File: config.mk
export PLATFORM = sky130hd
export DESIGN_NAME = sonar_time_format
export DESIGN_NICKNAME = d
export VERILOG_FILES = /design/src/rtl/sonar_time_format_pkg.sv /design/src/rtl/sonar_tick_counter.sv /design/src/rtl/sonar_time_format.sv
export SDC_FILE = /design/constraint.sdc
export NUM_CORES = 1
export LEC_CHECK = 0
export ABC_AREA = 1
export CORE_MARGIN = 2
export CORE_UTILIZATION = 54
export DETAILED_ROUTE_END_ITERATION = 10
export GPL_TIMING_DRIVEN = 0
export HOLD_SLACK_MARGIN = 0.02
export PLACE_DENSITY_LB_ADDON = 0.12
export RECOVER_POWER = 25
export SETUP_SLACK_MARGIN = 0.1
export SYNTH_ARGS = -nofsm -noshare
export SYNTH_HDL_FRONTEND = slang
export SYNTH_SLANG_ARGS = --single-unit
File: constraint.sdc
create_clock -name clk -period 12.15 [get_ports clk]
set_input_delay 3.0375 -clock clk [delete_from_list [all_inputs] [get_ports clk]]
set_output_delay 3.0375 -clock clk [all_outputs]
set_load 0.005 [all_outputs]
File: src/rtl/sonar_time_format_pkg.sv
// Shared opcode encoding and default sizing for the sonar timestamp formatter.
// Latency: n/a (types and constants only).
// Backpressure: n/a.
package sonar_time_format_pkg;

  // Command opcodes carried on cmd_op.
  typedef enum logic [1:0] {
    OP_INIT  = 2'd0,  // capture current tick count as the reference
    OP_PRINT = 2'd1,  // report absolute tick count
    OP_DELTA = 2'd2,  // report ticks elapsed since the reference
    OP_RSVD  = 2'd3   // reserved: flagged on err, otherwise ignored
  } sonar_op_e;

  localparam int DEF_COUNT_W    = 64;
  localparam int DEF_TAG_W      = 8;
  localparam int DEF_CLK_PERIOD = 10;

endpackage

File: src/rtl/sonar_tick_counter.sv
// Free-running tick counter; wraps from all-ones back to zero.
// Latency: count reflects the number of rising edges since reset release.
// Backpressure: none, counts every cycle.
//
// Ports:
//   clk   - sole clock
//   rst   - asynchronous active-high reset, holds count at 0
//   count - current tick value
module sonar_tick_counter
  import sonar_time_format_pkg::*;
#(
  parameter int COUNT_W = DEF_COUNT_W
) (
  input  logic               clk,
  input  logic               rst,
  output logic [COUNT_W-1:0] count
);

  logic [COUNT_W-1:0] count_q;
  logic [COUNT_W-1:0] count_d;

  // Natural modular wrap of the adder gives the 2^COUNT_W rollover.
  assign count_d = count_q + COUNT_W'(1);

  always_ff @(posedge clk or posedge rst) begin
    if (rst) begin
      count_q <= '0;
    end else begin
      count_q <= count_d;
    end
  end

  assign count = count_q;

endmodule

File: src/rtl/sonar_time_format.sv
// Timestamp formatter: INIT captures a reference, PRINT/DELTA emit tick and time results.
// Latency: result registered one cycle after command acceptance; err pulses the cycle after.
// Backpressure: single-entry result register; cmd_ready = !ts_valid || ts_ready for all opcodes.
//
// Ports:
//   clk, rst                    - clock and asynchronous active-high reset
//   cmd_valid/cmd_ready         - command handshake; cmd_op opcode, cmd_tag label
//   ts_valid/ts_ready           - result handshake
//   ts_ticks, ts_time           - result in ticks and in time units (ticks * CLK_PERIOD)
//   ts_is_delta, ts_tag         - result kind and the originating command's label
//   err                         - one-cycle pulse after a reserved opcode is accepted
module sonar_time_format
  import sonar_time_format_pkg::*;
#(
  parameter int COUNT_W    = DEF_COUNT_W,
  parameter int TAG_W      = DEF_TAG_W,
  parameter int CLK_PERIOD = DEF_CLK_PERIOD
) (
  input  logic               clk,
  input  logic               rst,
  input  logic               cmd_valid,
  output logic               cmd_ready,
  input  logic [1:0]         cmd_op,
  input  logic [TAG_W-1:0]   cmd_tag,
  output logic               ts_valid,
  input  logic               ts_ready,
  output logic [COUNT_W-1:0] ts_ticks,
  output logic [COUNT_W-1:0] ts_time,
  output logic               ts_is_delta,
  output logic [TAG_W-1:0]   ts_tag,
  output logic               err
);

  localparam logic [COUNT_W-1:0] PERIOD = COUNT_W'(CLK_PERIOD);

  logic [COUNT_W-1:0] count;

  logic [COUNT_W-1:0] ref_q,   ref_d;
  logic [COUNT_W-1:0] ticks_q, ticks_d;
  logic [COUNT_W-1:0] time_q,  time_d;
  logic [TAG_W-1:0]   tag_q,   tag_d;
  logic               delta_q, delta_d;
  logic               valid_q, valid_d;
  logic               err_q,   err_d;

  logic               accept;
  logic [COUNT_W-1:0] res_ticks;
  sonar_op_e          op;

  sonar_tick_counter #(
    .COUNT_W (COUNT_W)
  ) u_tick_counter (
    .clk   (clk),
    .rst   (rst),
    .count (count)
  );

  assign op        = sonar_op_e'(cmd_op);
  assign cmd_ready = !valid_q || ts_ready;
  assign accept    = cmd_valid && cmd_ready;

  always_comb begin
    ref_d     = ref_q;
    ticks_d   = ticks_q;
    time_d    = time_q;
    tag_d     = tag_q;
    delta_d   = delta_q;
    valid_d   = valid_q;
    err_d     = 1'b0;
    res_ticks = count;

    // Retire first; a same-edge PRINT/DELTA below overrides, giving no bubble.
    if (valid_q && ts_ready) begin
      valid_d = 1'b0;
    end

    if (accept) begin
      case (op)
        OP_INIT: begin
          ref_d = count;
        end
        OP_PRINT, OP_DELTA: begin
          // Subtraction wraps mod 2^COUNT_W, so a counter rollover between
          // INIT and DELTA still yields the true elapsed tick count.
          res_ticks = (op == OP_DELTA) ? (count - ref_q) : count;
          valid_d   = 1'b1;
          ticks_d   = res_ticks;
          // Time is captured with the ticks so both always describe one result.
          time_d    = res_ticks * PERIOD;
          tag_d     = cmd_tag;
          delta_d   = (op == OP_DELTA);
        end
        OP_RSVD: begin
          err_d = 1'b1;
        end
        default: begin
        end
      endcase
    end
  end

  always_ff @(posedge clk or posedge rst) begin
    if (rst) begin
      ref_q   <= '0;
      ticks_q <= '0;
      time_q  <= '0;
      tag_q   <= '0;
      delta_q <= 1'b0;
      valid_q <= 1'b0;
      err_q   <= 1'b0;
    end else begin
      ref_q   <= ref_d;
      ticks_q <= ticks_d;
      time_q  <= time_d;
      tag_q   <= tag_d;
      delta_q <= delta_d;
      valid_q <= valid_d;
      err_q   <= err_d;
    end
  end

  assign ts_valid    = valid_q;
  assign ts_ticks    = ticks_q;
  assign ts_time     = time_q;
  assign ts_is_delta = delta_q;
  assign ts_tag      = tag_q;
  assign err         = err_q;

endmodule

# After elaboration in Yosys (flattened, before gate mapping)
# Cells that the tools add are included.
dict set report word_totals {
  input_bits 14
  reg_bits 266
  latch_bits 0
  mem_count 0
  out_inout_bits 140
  ram_bits 0
  mem_bits_ro 0
  elab_cells 28
}
dict set report classes {
  n_mux 6
  shift 0
  magnitude_cmp 0
  n_eq_ne 3
  add_sub_neg 2
  mul 1
  n_reduce_logical 8
  bitwise 0
  n_div 0
}
# op count
set ops {}
lappend ops {{$add A64 B1 Y64 const B} 1}
lappend ops {{$mul A64 B3 Y63 const B} 1}
lappend ops {{$mux W64} 1}
lappend ops {{$sub A64 B64 Y64} 1}
lappend ops {{$mux W1} 5}
lappend ops {{$eq A2 B2 Y1 const B} 2}
lappend ops {{$reduce_and A2 Y1} 2}
lappend ops {{$eq A2 B1 Y1 const B} 1}
lappend ops {{$logic_and A1 B1 Y1} 2}
lappend ops {{$logic_not A2 Y1} 1}
lappend ops {{$reduce_or A2 Y1} 1}
lappend ops {{$logic_not A1 Y1} 1}
lappend ops {{$logic_or A1 B1 Y1} 1}

# Depth between registers and ports, before layout
# Gate-level depths: netlist of the first run.
dict set report depth {
  ltp_word 4
  mapped_depth 34
  mapped_depth_nobuf 34
}

# Cells and area by module
# From an unflattened synthesis of the first run, not the netlist that was laid out.
dict set report hier_totals {
  cells_unflattened 3112
  hier_area_um2 21235.4
}
# mod n_inst area_per_inst_um2 cells_each seq_area_each_um2
set modules_own_cells {}
lappend modules_own_cells {sonar_time_format 1 17514.3 2596 5004.8}
lappend modules_own_cells {sonar_tick_counter 1 3721.1 516 1601.5}

# Least setup slack after synthesis of the first run
# OpenSTA, ideal clock, no wires.
dict set report synth_path {
  kind {input -> register}
  from {input port cmd_op[0]}
  to {register time_q[44] (netlist: ts_time[44])}
  stages 23
  required_time_ps 12032
  setup_time_ps 118
  n_path_buf 2
  t_arrival_ps 6356
  slack_ps 5676
  path_cell_list {inv_1 ha_1 inv_1 clkbuf_1 buf_1 nand2_1 o21ai_0 ha_1 ha_1 fa_1 nand3_1 nand2_1 nand2_1 nand3_1 nand2_1 nand2_1 nand2_1 nand2_1 a21oi_1 o21ai_0 or2_2 nand3_1 nand2_1}
}
dict set report synth_between {
  elab_chain_len 3
  word_cells_on_any_way 6
  classes_between {1 x mul; 2 x eq/ne; 1 x mux; 2 x reduce/logical}
}
# item line
set synth_rtl {}
lappend synth_rtl {{start: declaration} sonar_time_format.sv:23} ;# input logic [1:0] cmd_op,
lappend synth_rtl {{$eq A2 B2 Y1 or $eq A2 B1 Y1 (tied branches)} {sonar_time_format.sv:78, sonar_time_format.sv:85}}
lappend synth_rtl {{$mux W64 or $reduce_or A2 Y1 (tied branches)} {sonar_time_format.sv:85, sonar_time_format.sv:78}}
lappend synth_rtl {{$mul A64 B3 Y63 or $reduce_and A2 Y1 (tied branches)} -}
lappend synth_rtl {{end signal: assignment} sonar_time_format.sv:114} ;# time_q <= time_d;
lappend synth_rtl {{end: declaration} sonar_time_format.sv:40} ;# logic [COUNT_W-1:0] time_q, time_d;
# Parallel ways exist; a longest one is shown, timed or not.
# A chain may end at the register's enable or synchronous reset.

==> impl_results.md, run 1 <==
- Remaining Overflow, GRT: 0
- Most frequent cells after synthesis: nand2_1 (902), inv_1 (408), dfrtp_1 (264), nor2_1 (260), o21ai_0 (218)
- Area leader, netlist: dfrtp_1
- Resize count post-CTS: 0
- Synth Instances: slightly above 3k
- Top post-synthesis cells by area: dfrtp_1 (32%), nand2_1 (16%), ha_1 (11%)
- Slew @ Worst Pin: 3.84 ns
- Sink Count: 264
- I/O pin cnt: about 150
- Die area: 40400 um2
- Crit path required time: between 10 and 15 ns
- Die H: between 200 and 250 um
- GP Congestion: about 1.0
- Final ANT Viol Nets: 0
- Overall power: around 2.8 mW
- RSZ-0062 raised after global routing: false
- Area Growth Syn to Fin: 14.5%
- CTS Root Cell: clkbuf_16
- Drt initial violations: between 1.5k and 2k
- Fin. Hold Viols: 0
- Pre-Repair DR Iteration Count: 7
- Seq cells post-synth: 264
- Count leader, synth: nand2_1
- FF-to-FF setup slack: ~6.3 ns
- Seq/Total Area, Yosys: a little under a third
- Max cap viols: 2
- Detailed-route DRC error count: 0
- CTS buffer count: 29
- Clock latency on the worst-skew pair: 0.60 ns
- Routed len/inst: just under 20 um
- Setup crit start kind: input port
- Fmax: 119 MHz
- CTS tree: done
- Routed wire length: roughly 73000 um
- First-pass GRT wire length: between 100000 and 150000 um
- Fin. max-slew vios: 141
- Vias: roughly 21k
- Hold_buf cts: 0
- Synth cell types: 48
- Relative slew slack: -156%
- Initial antenna violation count: 0
- Clock transition at path regs: around 0.06 ns
- Setup Skew: around 0.025 ns
- Number of port buffers: ~150
- # nets final: approximately 3.4k
- CP arrival: a little over 8 ns
- Main synth FF type: dfrtp_1
- VDD IR max: 0.116 mV
- Die width: between 200 and 250 um
- PwrDens: about 120 nW/um2
- Violations in the final reports: max-capacitance violations, max-slew violations
- Initial Util: between 50% and 60%
- Vias in the first global route: about 20k
- Post-CTS Setup Bufs: 0
- Post-DP HPWL: 60200 um
- Yosys Warn Count: 0
- Ant diodes: 0
- Syn avg cell area: 6.88 um2
- CP Capture Type: asynchronous set/reset pin
- Clock buffer depth: 3
- Syn nets: 3246
- H-tree Lvls: 1
- Share of cells above drive strength 1: roughly 2.5%
- Post-synth design cell area: approximately 21000 um2
- Worst Slack Setup Final: roughly 3.8 ns
- Crit-path max FO: slightly above 70
- Number of flops mapped to enable cells by yosys: 0
- Core Region: around 38000 um2
- Critical path class: input port to asynchronous set/reset pin
- Dpl ws: 3.87 ns
- Row cnt: just over 70
- Outcome: finished with violations
- Leakage: roughly 12 nW
- Synth top area share: a little under a third
- Vias per cell: ~5.6
- Worst min path class: flip-flop to flip-flop
- Final setup vio count: 0
- FFs w/ async S/R, synth: 100%
- Post-route minimum period: between 8 and 9 ns
- Final period util: between 60% and 70%
- Tot GR Track Use: between 30 and 40%
- Largest net degree at the start of global routing: around 130
-- per-stage QoR --
stage / TNS (ns) / hold WS, ns / utilization (%) / area [um2] / cells
finish: 0 / 0.479 / 62.4 / 24000 / 3768
global route: 0 / 0.497 / 62.4 / 24000 / 3768
CTS: 0 / 0.481 / 62.8 / 24100 / 3768
detailed placement: 0 / 0.465 / 60.2 / 23200 / 3716
global placement: -264.54 / 0.463 / 60.1 / 23100 / 3714
floorplan: 0 / 0.453 / - / 20900 / 3044
-- layout by cell type, fill, tap and decap left out, types with 3 or more instances in the layout --
cell | netlist | layout
a31oi_1 | 16 | 16
nor3_1 | 49 | 50
clkinvlp_4 | 0 | 3
inv_2 | 4 | 3
nand4_1 | 25 | 27
buf_1 | 8 | 8
clkbuf_1 | 50 | 54
clkinv_4 | 0 | 3
a21boi_0 | 23 | 23
clkinv_2 | 0 | 6
and2_1 | 8 | 8
nand3b_1 | 8 | 8
xor2_1 | 90 | 90
a21o_1 | 21 | 21
inv_1 | 408 | 408
or2_2 | 19 | 19
clkbuf_16 | 0 | 29
dfrtp_1 | 264 | 264
o21bai_1 | 28 | 28
bufinv_16 | 0 | 3
buf_4 | 3 | 3
o21ai_0 | 218 | 218
clkdlybuf4s50_1 | 0 | 150
o21ai_1 | 5 | 5
ha_1 | 186 | 186
clkbuf_8 | 0 | 4
a21oi_1 | 176 | 176
nand2_1 | 902 | 903
and3_1 | 4 | 4
nand3_1 | 147 | 150
o31ai_1 | 3 | 3
o211ai_1 | 7 | 7
nor4_1 | 24 | 26
nor2_1 | 260 | 272
xnor2_1 | 44 | 44
o21a_1 | 8 | 8
-- where the power goes --
part | switching, mW | internal [mW] | total, mW | leakage [nW]
Clock | 0.381 | 0.525 | 0.906 | 0.473
Sequential | 0.0676 | 0.990 | 1.06 | 3.50
Combinational | 0.443 | 0.354 | 0.798 | 8.43
-- worst max-delay path, stage by stage --
cell and delay, ns:
dlygate4sd3_1 0.55, clkinvlp_2 1.69, clkbuf_1 2.78
-- logic make-up (layout without fill, tap and decap cells) --
logic type	count (synthesis)	after routing	synth area share (%)
AND/OR/NAND/NOR	1475	1475	29.6
AO/OA/AOI/OAI	509	509	13.4
buffers and inverters	473	679	8.53
flip-flops	264	264	31.5
adder cells (fa/ha/maj)	188	188	11.3
XOR/XNOR	134	134	5.60
other	1	1	0.0179
-- sequential cells by signal, indices dropped and copies added (netlist names) --
register              count
err                       1
ref_q                    64
ts_is_delta               1
ts_tag                    8
ts_ticks                 64
ts_time                  61
ts_valid                  1
u_tick_counter.count     64
-- metal layers --
metal,vias up,track usage (%),part of all wire [%],wire length (um)
met2,885,58.7,45,33000
li1,10200,-,-,-
met1,9904,48.0,43,31300
met5,-,0,0,0
met3,190,3.62,6.7,4910
met4,0,16.9,5.1,3740
-- worst paths after layout --
kind / endpoint / start / cells past startpoint
max: u_tick_counter.count[57] / rst / 3
min: ts_time[55] / ts_time[55] / 2
max reg2reg: ts_time[50] / u_tick_counter.count[0] / 26
min reg2reg: ts_time[55] / ts_time[55] / 2
max in group clk: ts_time[50] / cmd_op[0] / 22
min in group asynchronous: ts_time[8] / rst / 2
-- final cells by class --
type | instances | area (um2)
clock inverter | 16 | 178
clock buffer | 36 | 792
timing repair buffer | 154 | 1550
multi-input combinational | 2307 | 12400
buffer | 61 | 240
tap | 518 | 648
fill | 3596 | 14500
sequential | 264 | 6610
inverter | 412 | 1550
(Power assumes the default switching activity.)
==> inputs of run 2 (changes only) <==
==> constraint.sdc (replaced) <==
create_clock -name clk -period 7.7 [get_ports clk]
set_input_delay 1.925 -clock clk [delete_from_list [all_inputs] [get_ports clk]]
set_output_delay 1.925 -clock clk [all_outputs]
set_load 0.005 [all_outputs]
==> impl_results.md, run 2 (synthesized netlist as in run 1, its figures left out) <==
- Hold_buf cts: 0 (unchanged)
- Met3 Use GR: 3.83% (+0.21 points)
- Worst Reg-to-Reg Cells: 27 (+3.8%)
- Relative slew slack: -63.1% (+93 points)
- VDD IR max: 0.169 mV (+45%)
- Setup TNS Final: 0 ns (unchanged)
- Share of cells above drive strength 1: 2.46% (-0.065 points)
- Worst Slack Setup Final: 0.949 ns (-2.81 ns)
- Initial antenna violation count: 1 (+1)
- Grt met2 use: 59.8% (+1.1 points)
- Remaining Overflow, GRT: 0 (unchanged)
- Outcome: finished with violations
- Clock latency on the worst-skew pair: 0.59 ns (about the same)
- Comb pwr share: 29.5% (+0.6 points)
- P_int: 2.89 mW (+54%)
- I/O pin cnt: 154 (unchanged)
- H-tree Lvls: 1 (unchanged)
- Post-CTS Setup Bufs: 0 (unchanged)
- First-pass GRT wire length: 113000 um (+0.35%)
- Clock buffer depth: 3 (unchanged)
- Critical path class: input port to flip-flop
- Most common cell after layout, fill and taps aside: nand2_1
- Initial Util: 54.4% (unchanged)
- CP Capture Point: ts_time[58]
- Detailed-route DRC error count: 0 (unchanged)
- Drt initial violations: 1928 (+1.4%)
- Violations in the final reports: max-capacitance violations, max-slew violations
- CTS tree: done
- Tot GR Track Use: 36.1% (+0.21 points)
- Fmax: about 150 MHz
- Most frequent cells in the layout: nand2_1 (904), inv_1 (408), nor2_1 (272), dfrtp_1 (264), o21ai_0 (218)
- Dpl ws: 0.552 ns (-3.32 ns)
- Final ANT Viol Nets: 0 (unchanged)
- R2r endpoint: ts_time[40]
- Fin. max-slew vios: 87 (-38%)
- PwrDens: 179 nW/um2 (+56%)
- Reg2reg start: u_tick_counter.count[0]
- Core Util, Final: 62.3% (about the same)
- Most used routing layer: met2
- RSZ-0062 raised after global routing: false
- Pre-Repair DR Iteration Count: 6 (-1)
- Die width: 201 um (unchanged)
- Hold_sp: ts_time[46]
- CP arrival: 7.24 ns (-0.95 ns)
- Vias in the first global route: 20.4k (-1.1%)
- Vias per cell: 5.64 (+0.20%)
- Clock transition at path regs: 0.06 ns (about the same)
- Crit-path max FO: 10 (-86%)
- Dpl cells: 3720 (+0.11%)
- Row cnt: 72 (unchanged)
- Sink Count: 264 (unchanged)
- Routed len/inst: 19.6 um (+1.1%)
- Final setup vio count: 0 (unchanged)
- Die area: 40400 um2 (unchanged)
- Resize count post-CTS: 0 (unchanged)
- Die H: 201 um (unchanged)
- Worst min path class: flip-flop to flip-flop
- Routed wire length: 73800 um (+1.2%)
- CTS Root Cell: clkbuf_16
- Number of port buffers: 152 (unchanged)
- Vias: 21.3k (+0.31%)
- Non-Filler Instances: 3772 (+0.11%)
- Max cap viols: 2 (unchanged)
- Setup Skew: 0.0108 ns (-0.0142 ns)
- Fin area: 24000 um2 (about the same)
- Largest net degree at the start of global routing: 46 (-64%)
- Power share of the sequential group: 38.9% (+0.6 points)
- Crit path required time: 8.19 ns (-3.76 ns)
- Setup crit start kind: input port
- Core Region: 38500 um2 (unchanged)
- # fillers: 3604 (+0.22%)
- Post-DP HPWL: 60900 um (+1.0%)
- CP Capture Type: flip-flop
- Area Growth Syn to Fin: 14.5% (about the same)
- Final period util: 87.7%
- Switch share: 32.8% (+0.46 points)
- CTS buffer count: 29 (unchanged)
- Post-route minimum period: 6.75 ns
- # nets final: 3435 (+0.12%)
- Share of total power in the clock network: 31.6% (-1.2 points)
- Ant diodes: 0 (unchanged)
- Fin. Hold Viols: 0 (unchanged)
- Placed inst area: 23200 um2 (+0.26%)
- P_sw: 1.41 mW (+58%)
- FF-to-FF setup slack: 1.85 ns (-4.40 ns)
- Leakage: 12.4 nW (-0.11%)
- Worst setup path start: cmd_op[1]
- Slew @ Worst Pin: 2.45 ns (-1.40 ns)
- Routing usage on met1: 48.1% (about the same)
- GP Congestion: 1.01 (+0.66%)
[run 2: cell count changes in the layout (fill, tap and decap cells not counted), sizes merged]
cell	delta
clkinv	-4
clkinvlp	+2
buf	+3
clkbuf	+5
bufinv	-2
[run 2: metrics by stage]
step / hold slack, ns / power (mW)
2_1_floorplan: 0.453 / 2.31
6_report: 0.478 / 4.30
4_1_cts: 0.481 / 4.29
3_3_place_gp: 0.462 / 2.90
3_5_place_dp: 0.465 / 2.93
5_1_grt: 0.497 / 4.49
[run 2: power by group through the flow]
stage	clock [mW]	sequential (mW)	combinational (mW)
floorplan	0	1.69	0.624
global placement	0	1.68	1.21
CTS	1.37	1.67	1.26
detailed placement	0	1.69	1.25
global route	1.43	1.69	1.38
finish	1.36	1.67	1.27
[run 2: worst max-delay path: stages]
cell           delay, ns
dlygate4sd3_1       0.59
ha_1                0.25
inv_1               0.13
clkbuf_1            0.62
clkbuf_1            0.59
nand2_1             0.14
o21ai_0             0.34
ha_1                0.36
ha_1                0.39
nand2_1             0.10
nor2_1              0.17
inv_1               0.12
nor2_1              0.13
inv_1               0.10
nor4_1              0.54
nand4_1             0.31
nand2_1             0.14
nor2_1              0.05
o31ai_1             0.23
[run 2: worst min path at each step]
stage	endpoint	slack (ns)	cells past startpoint
finish	ts_time[46]	0.48	2
global route	ts_ticks[63]	0.50	2
CTS	ts_time[46]	0.48	2
detailed placement	ts_ticks[58]	0.47	2
global placement	ts_time[44]	0.46	2
floorplan	ref_q[11]	0.45	2
[run 2: layout make-up]
| type | instances | area (um2) | area share [%] |
|---|---|---|---|
| Buffer | 61 | 240 | 1.00 |
| Clock buffer | 40 | 807 | 3.36 |
| Clock inverter | 12 | 105 | 0.438 |
| Inverter | 412 | 1550 | 6.45 |
| Multi-Input combinational cell | 2307 | 12400 | 51.8 |
| Sequential cell | 264 | 6610 | 27.5 |
| Tap cell | 518 | 648 | 2.70 |
| Timing Repair Buffer | 158 | 1610 | 6.71 |
[run 2: routing by layer]
| layer | up-vias | wire [um] |
|---|---|---|
| met5 | - | 11 |
| met4 | 2 | 3510 |
| met3 | 183 | 4830 |
| met2 | 826 | 33800 |
| met1 | 10000 | 31600 |
| li1 | 10200 | - |
